`config.mk`:
```
export PLATFORM = sky130hd
export DESIGN_NAME = ale_stream_estimator
export DESIGN_NICKNAME = d
export VERILOG_FILES = /design/src/rtl/ale_pkg.sv /design/src/rtl/ale_recip_div.sv /design/src/rtl/ale_stream_estimator.sv
export SDC_FILE = /design/constraint.sdc
export NUM_CORES = 1
export LEC_CHECK = 0
export BUFFER_PORTS_ARGS = -buffer_cell sky130_fd_sc_hd__buf_2
export CAP_MARGIN = 5
export CORE_MARGIN = 2
export CORE_UTILIZATION = 30
export DETAILED_ROUTE_END_ITERATION = 10
export GPL_TIMING_DRIVEN = 0
export HOLD_SLACK_MARGIN = 0.1
export PLACE_DENSITY = 0.46
export SETUP_SLACK_MARGIN = 0.02
export SLEW_MARGIN = 5
export SYNTH_ARGS = -nofsm -noshare
export SYNTH_HDL_FRONTEND = slang
export SYNTH_HIERARCHICAL = 1
export SYNTH_SLANG_ARGS = --single-unit
```
`constraint.sdc`:
```
create_clock -name clk -period 16 [get_ports clk]
set_input_delay 3.2 -clock clk [delete_from_list [all_inputs] [get_ports clk]]
set_output_delay 3.2 -clock clk [all_outputs]
set_load 0.05 [all_outputs]
```
`src/rtl/ale_pkg.sv`:
```
// Shared types and constants for the frame-streaming atmospheric-light estimator.
// Used by ale_recip_div and ale_stream_estimator.
package ale_pkg;

   typedef enum logic [2:0] {IDLE, BLEND, DIV_R, DIV_G, DIV_B, DONE} ale_state_e;

   localparam int DW_DEF    = 8;
   localparam int INV_W_DEF = 16;

   // Channel slice index inside a pixel word (BMP order); bit offset is index*DW.
   localparam int CH_B = 0;
   localparam int CH_G = 1;
   localparam int CH_R = 2;

   function automatic logic [63:0] recip_num(input int inv_w);
      logic [64:0] one;
      one = 65'd1;
      return 64'((one << inv_w) - 65'd1);
   endfunction

endpackage

```
`src/rtl/ale_recip_div.sv`:
```
// Serial restoring divider: quotient = floor((2^INV_W-1)/divisor), one bit per cycle MSB-first.
// The start edge performs the first iteration, so done pulses INV_W cycles after start.
module ale_recip_div
   import ale_pkg::*;
#(
   parameter int DW    = DW_DEF,
   parameter int INV_W = INV_W_DEF
) (
   input  logic             clk,
   input  logic             rst,
   input  logic             start,
   input  logic [DW-1:0]    divisor,
   output logic             busy,
   output logic             done,
   output logic [INV_W-1:0] quotient
);

   localparam logic [INV_W-1:0] NUM = INV_W'(recip_num(INV_W));
   localparam int CW = $clog2(INV_W + 1);

   logic [DW-1:0]    d_q, rem_q, rem_nxt, d_in, rem_in;
   logic [INV_W-1:0] num_q;
   logic [CW-1:0]    cnt_q;
   logic [DW:0]      trial, diff;
   logic             bit_in, take;

   // A zero divisor makes every trial succeed, which saturates the quotient to all ones.
   always_comb begin
      d_in    = start ? divisor : d_q;
      rem_in  = start ? '0 : rem_q;
      bit_in  = start ? NUM[INV_W-1] : num_q[INV_W-1];
      trial   = {rem_in, bit_in};
      take    = (trial >= {1'b0, d_in});
      diff    = trial - {1'b0, d_in};
      rem_nxt = take ? diff[DW-1:0] : trial[DW-1:0];
   end

   always_ff @(posedge clk) begin
      if (rst) begin
         d_q      <= '0;
         rem_q    <= '0;
         num_q    <= '0;
         cnt_q    <= '0;
         quotient <= '0;
         done     <= 1'b0;
      end else begin
         done <= 1'b0;
         if (start) begin
            d_q      <= divisor;
            rem_q    <= rem_nxt;
            num_q    <= NUM << 1;
            quotient <= {{(INV_W-1){1'b0}}, take};
            cnt_q    <= CW'(INV_W - 1);
         end else if (cnt_q != '0) begin
            rem_q    <= rem_nxt;
            num_q    <= num_q << 1;
            quotient <= {quotient[INV_W-2:0], take};
            cnt_q    <= cnt_q - 1'b1;
            if (cnt_q == CW'(1)) done <= 1'b1;
         end
      end
   end

   assign busy = (cnt_q != '0);

endmodule

```
`src/rtl/ale_stream_estimator.sv`:
```
// Frame-streaming atmospheric-light estimator: max-of-min-channel pixel per frame, clamped,
// then three reciprocals from one shared serial divider. ALE_IIR_EN adds an IIR BLEND stage.
module ale_stream_estimator
   import ale_pkg::*;
#(
   parameter int DW          = DW_DEF,
   parameter int INV_W       = INV_W_DEF,
   parameter int IMG_W       = 512,
   parameter int IMG_H       = 512,
   parameter int A_MIN       = 1,
   parameter int ALPHA_SHIFT = 2
) (
   input  logic             clk,
   input  logic             rst,
   input  logic [3*DW-1:0]  input_pixel,
   input  logic             input_is_valid,
   output logic [DW-1:0]    a_r,
   output logic [DW-1:0]    a_g,
   output logic [DW-1:0]    a_b,
   output logic [INV_W-1:0] inv_a_r,
   output logic [INV_W-1:0] inv_a_g,
   output logic [INV_W-1:0] inv_a_b,
   output logic             ale_valid,
   output logic             busy,
   output logic             overrun
);

   localparam int NPIX  = IMG_W * IMG_H;
   localparam int CNT_W = (NPIX > 1) ? $clog2(NPIX) : 1;
   localparam logic [DW-1:0] AMIN_V = DW'(A_MIN);

   function automatic logic [DW-1:0] floor_a(input logic [DW-1:0] v);
      return (v < AMIN_V) ? AMIN_V : v;
   endfunction

   // prev + ((cand - prev) >>> ALPHA_SHIFT), signed DW+1 difference, clamped to [A_MIN, 2^DW-1].
   function automatic logic [DW-1:0] blend(input logic [DW-1:0] prev, input logic [DW-1:0] cand);
      logic signed [DW:0]   d;
      logic signed [DW+1:0] step, sum;
      d    = $signed({1'b0, cand}) - $signed({1'b0, prev});
      step = $signed({d[DW], d}) >>> ALPHA_SHIFT;
      sum  = $signed({2'b00, prev}) + step;
      if (sum[DW+1])                     return AMIN_V;
      else if (sum[DW])                  return '1;
      else if (sum[DW-1:0] < AMIN_V)     return AMIN_V;
      else                               return sum[DW-1:0];
   endfunction

   logic [DW-1:0]    pix_r, pix_g, pix_b, key;
   logic [CNT_W-1:0] pix_cnt;
   logic [DW-1:0]    best_key;
   logic [3*DW-1:0]  best_pix;
   logic             frame_end, frame_end_q;

   assign pix_b = input_pixel[CH_B*DW +: DW];
   assign pix_g = input_pixel[CH_G*DW +: DW];
   assign pix_r = input_pixel[CH_R*DW +: DW];

   always_comb begin
      key = pix_r;
      if (pix_g < key) key = pix_g;
      if (pix_b < key) key = pix_b;
   end

   assign frame_end = input_is_valid && (pix_cnt == CNT_W'(NPIX - 1));

   // Accumulation never stalls; the frame's own last pixel competes before best is handed off.
   always_ff @(posedge clk) begin
      if (rst) begin
         pix_cnt     <= '0;
         best_key    <= '0;
         best_pix    <= '0;
         frame_end_q <= 1'b0;
      end else begin
         frame_end_q <= frame_end;
         if (input_is_valid) begin
            pix_cnt <= frame_end ? '0 : pix_cnt + 1'b1;
            if ((pix_cnt == '0) || (key > best_key)) begin
               best_key <= key;
               best_pix <= input_pixel;
            end
         end
      end
   end

   ale_state_e state, state_nxt;
   logic       cand_vld, drop;
   logic [DW-1:0] cand_r, cand_g, cand_b;
   logic [DW-1:0] a_next_r, a_next_g, a_next_b;
   logic [DW-1:0] a_work_r, a_work_g, a_work_b;
   logic [INV_W-1:0] inv_w_r, inv_w_g, div_q;
   logic             div_start, div_busy, div_done;
   logic [DW-1:0]    div_divisor;

   assign drop = frame_end_q && ((state != IDLE) || cand_vld);

   always_ff @(posedge clk) begin
      if (rst) begin
         cand_r   <= '0;
         cand_g   <= '0;
         cand_b   <= '0;
         cand_vld <= 1'b0;
         overrun  <= 1'b0;
      end else begin
         cand_vld <= 1'b0;
         if (frame_end_q) begin
            if (drop) begin
               overrun <= 1'b1;
            end else begin
               cand_r   <= floor_a(best_pix[CH_R*DW +: DW]);
               cand_g   <= floor_a(best_pix[CH_G*DW +: DW]);
               cand_b   <= floor_a(best_pix[CH_B*DW +: DW]);
               cand_vld <= 1'b1;
            end
         end
      end
   end

`ifdef ALE_IIR_EN
   logic has_hist;

   always_comb begin
      a_next_r = has_hist ? blend(a_work_r, cand_r) : cand_r;
      a_next_g = has_hist ? blend(a_work_g, cand_g) : cand_g;
      a_next_b = has_hist ? blend(a_work_b, cand_b) : cand_b;
   end

   always_ff @(posedge clk) begin
      if (rst)                        has_hist <= 1'b0;
      else if (state == BLEND)        has_hist <= 1'b1;
   end
`else
   always_comb begin
      a_next_r = cand_r;
      a_next_g = cand_g;
      a_next_b = cand_b;
   end
`endif

   always_ff @(posedge clk) begin
      if (rst) state <= IDLE;
      else     state <= state_nxt;
   end

   always_comb begin
      state_nxt = state;
      unique case (state)
         IDLE: begin
            if (cand_vld) begin
`ifdef ALE_IIR_EN
               state_nxt = BLEND;
`else
               state_nxt = DIV_R;
`endif
            end
         end
         BLEND:   state_nxt = DIV_R;
         DIV_R:   if (div_done) state_nxt = DIV_G;
         DIV_G:   if (div_done) state_nxt = DIV_B;
         DIV_B:   if (div_done) state_nxt = DONE;
         DONE:    state_nxt = IDLE;
         default: state_nxt = IDLE;
      endcase
   end

   always_comb begin
      ale_valid = (state == DONE);
      busy      = div_busy || (state inside {DIV_R, DIV_G, DIV_B, DONE});
   end

   // Each channel's division starts on the same edge the previous one hands over its quotient.
   always_comb begin
      div_start   = 1'b0;
      div_divisor = a_work_r;
      unique case (state)
         IDLE: begin
`ifndef ALE_IIR_EN
            div_start = cand_vld;
`endif
            div_divisor = a_next_r;
         end
         BLEND: begin
            div_start   = 1'b1;
            div_divisor = a_next_r;
         end
         DIV_R: begin
            div_start   = div_done;
            div_divisor = a_work_g;
         end
         DIV_G: begin
            div_start   = div_done;
            div_divisor = a_work_b;
         end
         default: ;
      endcase
   end

   ale_recip_div #(.DW(DW), .INV_W(INV_W)) u_div (
      .clk      (clk),
      .rst      (rst),
      .start    (div_start),
      .divisor  (div_divisor),
      .busy     (div_busy),
      .done     (div_done),
      .quotient (div_q)
   );

   always_ff @(posedge clk) begin
      if (rst) begin
         a_work_r <= '0;
         a_work_g <= '0;
         a_work_b <= '0;
         inv_w_r  <= '0;
         inv_w_g  <= '0;
         a_r      <= '0;
         a_g      <= '0;
         a_b      <= '0;
         inv_a_r  <= '0;
         inv_a_g  <= '0;
         inv_a_b  <= '0;
      end else begin
         if (div_start && ((state == IDLE) || (state == BLEND))) begin
            a_work_r <= a_next_r;
            a_work_g <= a_next_g;
            a_work_b <= a_next_b;
         end
         if ((state == DIV_R) && div_done) inv_w_r <= div_q;
         if ((state == DIV_G) && div_done) inv_w_g <= div_q;
         // Publish everything on the edge entering DONE so it lines up with ale_valid.
         if ((state == DIV_B) && div_done) begin
            a_r     <= a_work_r;
            a_g     <= a_work_g;
            a_b     <= a_work_b;
            inv_a_r <= inv_w_r;
            inv_a_g <= inv_w_g;
            inv_a_b <= div_q;
         end
      end
   end

endmodule

```
==> metrics.md, run 1 <==
| Metric | Value |
|---|---|
| Outcome | completed |
| Worst slew pin tran | approximately 0.77 ns |
| Cts repair resizes | 0 |
| Nets | approximately 1.6k |
| Worst hold path class | reg -> reg |
| Crit. End Element | flop |
| FILL cells | roughly 3.9k |
| Drt total wl | 31700 microns |
| Synth Cell Area | 0.0110 sq mm |
| CTS max path bufs | 3 |
| Hold slack final | 0.446 ns |
| Classification of the worst setup path | in -> reg |
| Htree depth | 1 |
| Clk pin slew, worst setup/hold paths | 0.06 ns |
| Clk_skew | approximately 0.020 ns |
| DRC | 0 |
| Delay of the slowest critical-path stage | 0.50 ns |
| Setup Buffers After CTS | 0 |
| Layout cells sized above 1 | between 10% and 20% |
| Setup TNS Final | 0 ns |
| Final Critical Period | around 8.4 ns |
| TritonRoute pass-1 iters | 5 |
| First-pass GRT wire length | between 50000 and 60000 microns |
| RSZ-0062 raised after global routing | no |
| Clk sinks | ~260 |
| Overflow after GRT | 0 |
| Die Area | 0.0382 sq mm |
| CTS tree | built |
| Final period util | roughly 52% |
| Critical path buffers and inverters | 6 |
| Yosys cell types | 58 |
| Die Width | 195 microns |
| IO buf count | 100 |
| Relative slew slack | approximately 50% |
| Cell mode on critical path | buf_2 |
| IO Pins | 102 |
| Max-Cap Viols | 0 |
| Ys Warns | 6 |
| Top FF cell, synth | dfxtp_1 |
| Max Fclk | approximately 0.12 GHz |
| Initial antenna violation count | 0 |
| Peak supply drop | ~0.065 mV |
| Vias in the first global route | about 9k |
| Pwr Density | approximately 130 mW/mm^2 |
| Multi-input gate area | ~0.0053 sq mm |
| Vias | about 9.6k |
| Sequential Area | approximately 0.0052 sq mm |
| WP data required | between 15 and 20 ns |
| 1st-iter DRT viols | about 440 |
| Post-synth EDFFs | 0 |
| Critical path launch point type | primary input |
| Largest net degree at the start of global routing | 15 |
| RD Place Congestion | slightly above 0.8 |
| Cell leakage power | 0.00483 uW |
| Mapped Nets | roughly 1.4k |
| DP HPWL | 23500 microns |
| Core area | approximately 0.036 sq mm |
| CP max-delay cell | o21ai_1 |
| Cells after synthesis | between 1k and 1.5k |
| Avg Inst Size Synth | 7.97 sq um |
| FF+latch count, synth | about 260 |
| Register area share after synthesis | a little under half |
| Number of diodes | 0 |
| Vias/cell | 4.81 |
| Arr. time, crit path | 8.81 ns |
| Top post-synthesis cells by area | dfxtp_1, nand2_1, a21oi_1 |
| Cell Rows | 70 |
| Routed len/inst | 15.8 microns |
| Clock Latency Late Sink | around 0.55 ns |
| Yosys top cell area share | 47.5% |
| Asr flop ratio synth | 0% |
| Chip height | 195 microns |
| CP top delay family | compound AO/OA/AOI/OAI gates |
| CTS Buf Count | 30 |
| Final Hold Fails | 0 |
| Synth area leader | dfxtp_1 |
| Hold buffer count at CTS | 0 |
| # setup viols final | 0 |
| Synth-to-Final Area Change | 19.0% |
| Antenna-violating nets left | 0 |
| Tot GR Track Use | 16.4% |
| CTS root buffer | clkbuf_16 |
| Final Max Slew Viols | 0 |
| Initial Util | between 30% and 40% |
| Crit-path max FO | 10 |
[per-stage QoR]
stage | total power (uW) | setup slack (ns) | instances | area, sq um | utilization [%]
finish | 1710 | 7.60 | 2002 | 13100 | 36.0
global route | 1810 | 7.11 | 2002 | 13100 | 36.0
CTS | 1740 | 7.57 | 2002 | 13100 | 36.0
detailed placement | 1040 | 7.03 | 1947 | 12100 | 33.2
global placement | 1030 | 7.02 | 1947 | 12100 | 33.2
floorplan | 947 | 8.31 | 1379 | 11000 | -
[kinds of logic after synthesis]
| family | count (synthesis) | share of synthesized area (%) |
|---|---|---|
| flip-flops | 261 | 47.5 |
| multiplexers | 43 | 3.98 |
| AO/OA/AOI/OAI | 306 | 15.7 |
| buffers and inverters | 118 | 4.20 |
| AND/OR/NAND/NOR | 597 | 23.0 |
| XOR/XNOR | 19 | 1.51 |
| adder cells (fa/ha/maj) | 35 | 4.05 |
[synth_stat cells (15+ instances only)]
| library cell | count |
|---|---|
| inv_1 | 33 |
| nor3_1 | 27 |
| dfxtp_1 | 261 |
| clkbuf_1 | 72 |
| a21oi_1 | 200 |
| ha_1 | 34 |
| o21ai_1 | 17 |
| o21ai_0 | 34 |
| nor2_1 | 80 |
| mux2i_1 | 40 |
| nand3_1 | 18 |
| nand2_1 | 399 |
| a31oi_1 | 15 |
[where the power goes]
| group | internal (uW) | switching, uW | total (uW) |
|---|---|---|---|
| Combinational | 115 | 212 | 327 |
| Clock | 422 | 267 | 689 |
| Sequential | 674 | 21.5 | 696 |
| Total | 1210 | 501 | 1710 |
[final cells by class]
class	count	share of cell area, %
Sequential cell	261	39.9
Tap cell	468	4.48
Multi-Input combinational cell	1000	40.5
Timing Repair Buffer	100	3.83
Buffer	84	2.55
Clock inverter	7	0.669
Inverter	34	0.975
Clock buffer	48	7.03
[sequential cells by signal (all words and copies together), names as in the netlist, 3 cells and up]
signal	count
a_b	8
a_g	8
a_next_b	8
a_next_g	8
a_next_r	8
a_r	8
a_work_b	8
a_work_g	8
a_work_r	8
best_key	8
best_pix	24
inv_a_b	16
inv_a_g	16
inv_a_r	16
inv_w_g	16
inv_w_r	16
pix_cnt	18
state	3
u_div/cnt_q	5
u_div/d_q	8
u_div/num_q	15
u_div/quotient	16
u_div/rem_q	8
[worst register-to-register path: cells and delay by family, from the launching register on]
family          cells  cell delay (ns)
compound gates      4             1.26
buf+inv             4             1.11
simple gates        2             0.66
fa+ha+maj           1             0.32
flops               1             0.30
mux                 1             0.28
[routing by layer]
metal / share of wire [%] / global-route usage (%) / wire (microns)
met3: 3.9 / 2.21 / 1230
met1: 48 / 22.5 / 15200
met5: 0 / 0 / 0
met4: 2.3 / 4.72 / 733
met2: 46 / 27.0 / 14500
[path summary, 6_finish.rpt]
kind / endpoint / cells after the start / start / slack [ns]
setup / recovery: best_pix[22] / 26 / input_pixel[17] / 7.60
hold / removal: a_work_g[6] / 2 / a_next_g[6] / 0.45
setup reg to reg: u_div/rem_q[0] / 12 / state[1] / 11.98
hold reg to reg: a_work_g[6] / 2 / a_next_g[6] / 0.45
[cell usage in the layout (no fill, tap or decap), drive strengths merged, types with 7 or more instances in the layout]
cell type  instances
nand3             18
nor3              27
o21ai             52
clkbuf           120
a21o               7
or3                7
mux2i             40
nor2              80
nand2            399
buf              112
nand4              9
xor2              13
nand3b            13
inv               34
nor2b             10
dfxtp            261
a31oi             15
nor4               7
a21oi            201
ha                34
(Power assumes the default switching activity.)
==> run 2: changes to the inputs <==
Settings changed: PLACE_DENSITY 0.46 to 0.48.
Clock period 16 ns to 7.01 ns, I/O delays scaled along.
==> run 2 against run 1 <==
Compared with the run above: setup slack worse by 7.0 ns; sequential cell count unchanged; combinational power up 130%; sequential power up 130%; highest routed layer unchanged; critical path depth unchanged; via count down 0.62%; die area unchanged; core utilization down 0.10 points; non-clock buffer count unchanged; cell count about the same; count of clock-buffer cells in the layout down 7.
==> metrics.md, run 2 (same netlist as run 1, synthesis figures left out) <==
| Metric | Value |
|---|---|
| Nets | 1572 (-0.064%) |
| Die Area | 0.0382 sq mm (unchanged) |
| Cell Area, Placed | 0.0121 sq mm (unchanged) |
| Top Registers | best_pix: 24 flops, pix_cnt: 18 flops |
| CTS max path bufs | 3 (unchanged) |
| TritonRoute pass-1 iters | 5 (unchanged) |
| Core area | 0.0363 sq mm (unchanged) |
| Clock Latency Late Sink | 0.54 ns (about the same) |
| Pwr Density | 296 mW/mm^2 (+130%) |
| Worst slew pin tran | 0.760 ns (-0.00675 ns) |
| FILL cells | 3897 (+0.33%) |
| Final Hold Fails | 0 (unchanged) |
| Vias in the first global route | 9173 (+0.58%) |
| Critical path launch point type | primary input |
| Setup TNS Final | 0 ns (unchanged) |
| DP HPWL | 23200 microns (-1.4%) |
| Layout Cell Area excl Fill | 0.0130 sq mm (-0.28%) |
| Vias/cell | 4.79 (-0.52%) |
| Max reg flops | 24 (unchanged) |
| CTS tree | built |
| Clk_skew | 0.0108 ns (-0.00888 ns) |
| WP data required | 7.43 ns (-8.98 ns) |
| Drt total wl | 31200 microns (-1.5%) |
| RSZ-0062 raised after global routing | no |
| Antenna-violating nets left | 0 (unchanged) |
| Worst hold path class | reg -> reg |
| Clk pin slew, worst setup/hold paths | 0.06 ns (about the same) |
| CP max-delay cell | nor2_1 |
| Hold buffer count at CTS | 0 (unchanged) |
| Final Max Slew Viols | 0 (unchanged) |
| Crit-path max FO | 10 (unchanged) |
| Cell Rows | 70 (unchanged) |
| Layout cells sized above 1 | 11.5% (+0.28 points) |
| Hold Path Origin | a_next_g[6] |
| CP top delay family | compound AO/OA/AOI/OAI gates |
| Vias | 9579 (-0.62%) |
| Cell leakage power | 0.00482 uW (-0.19%) |
| Most common cell after layout, fill and taps aside | nand2_1 |
| Most frequent cells in the layout | nand2_1, dfxtp_1, a21oi_1 |
| CTS root buffer | clkbuf_16 |
| Peak supply drop | 0.127 mV (+95%) |
| Relative slew slack | 48.9% (+0.060 points) |
| Chip height | 195 microns (unchanged) |
| Number of diodes | 0 (unchanged) |
| RR Startpoint | state[1] |
| IO buf count | 100 (unchanged) |
| Overflow after GRT | 0 (unchanged) |
| First-pass GRT wire length | 50200 microns (-0.59%) |
| Total power | 3870 uW (+130%) |
| Routed len/inst | 15.6 microns (-1.4%) |
| 1st-iter DRT viols | 521 (+19%) |
| Final period util | around nine tenths |
| Htree depth | 1 (unchanged) |
| Cell mode on critical path | buf_2 |
| Outcome | completed |
| Final non-filler cell total | 2000 (-0.10%) |
| Clk sinks | 261 (unchanged) |
| CTS Buf Count | 29 (-3.3%) |
| Arr. time, crit path | 6.80 ns (-2.01 ns) |
| RD Place Congestion | 0.830 (+1.8%) |
| Classification of the worst setup path | in -> reg |
| Sequential Area | 0.00523 sq mm (unchanged) |
| Die Width | 195 microns (unchanged) |
| Cts repair resizes | 0 (unchanged) |
| Delay of the slowest critical-path stage | 0.43 ns (-0.07 ns) |
| Critical path buffers and inverters | 6 (unchanged) |
| Multi-input gate area | 0.00531 sq mm (about the same) |
| Final Critical Period | roughly 6.4 ns |
| Crit. End Element | flop |
| Initial antenna violation count | 0 (unchanged) |
| Tot GR Track Use | 16.3% (-0.15 points) |
| IO Pins | 102 (unchanged) |
| Initial Util | 30.2% (unchanged) |
| Max Fclk | 0.157 GHz |
| Largest net degree at the start of global routing | 14 (-1) |
| Setup Buffers After CTS | 0 (unchanged) |
| # setup viols final | 0 (unchanged) |
| R2r setup slk | 2.96 ns (-9.02 ns) |
| Synth-to-Final Area Change | 18.7% |
| DRC | 0 (unchanged) |
| Placed insts | 1947 (unchanged) |
| Largest Register | best_pix |
| Crit path launch | input_pixel[17] |
| Max-Cap Viols | 0 (unchanged) |
[run 2: cell count changes in the layout (fill, tap and decap cells not counted), sizes merged]
cell / change
clkbuf: -7
clkinv: +4
inv: +1
[run 2: final timing paths]
| check | end | depth (start not counted) |
|---|---|---|
| hold / removal | a_work_g[6] | 2 |
| setup reg to reg | u_div/rem_q[0] | 12 |
| setup / recovery | best_pix[21] | 26 |
| hold reg to reg | a_work_g[6] | 2 |
[run 2: worst reg2reg max path, stage by stage (launching register included)]
cell      delay, ns
dfxtp_1        0.29
clkbuf_1       0.18
clkbuf_1       0.26
nor2b_1        0.19
nor3_1         0.50
buf_2          0.35
buf_2          0.32
mux2i_1        0.30
ha_1           0.33
a21o_1         0.21
a221oi_2       0.57
a21boi_0       0.20
o31ai_1        0.25
[run 2: power by group]
part	internal, uW	switching [uW]	total (uW)
Sequential	1540	48.0	1590
Clock	915	621	1540
Combinational	263	483	747
[run 2: cell type report]
cell class,count,share of cell area [%]
Buffer,84,2.56
Clock buffer,41,6.52
Clock inverter,12,0.892
Inverter,34,0.978
Multi-Input combinational cell,1000,40.7
Sequential cell,261,40.0
Tap cell,468,4.49
Timing Repair Buffer,100,3.84
[run 2: through the flow]
stage | setup slack [ns] | hold slack, ns | util, %
final | 0.629 | 0.446 | 35.9
after global routing | 0.148 | 0.466 | 35.9
after CTS | 0.437 | 0.449 | 35.9
after detailed placement | -0.0825 | 0.444 | 33.2
after global placement | -0.0976 | 0.441 | 33.2
after floorplan | 1.12 | 0.432 | -
[run 2: per-layer routing]
layer  routed length (microns)  global-route usage [%]  vias up
li1                          -                       -     4901
met1                     15000                    22.2     4454
met2                     14300                    27.2      180
met3                      1280                    2.16       44
met4                       633                    3.99        0
met5                         0                       0        -
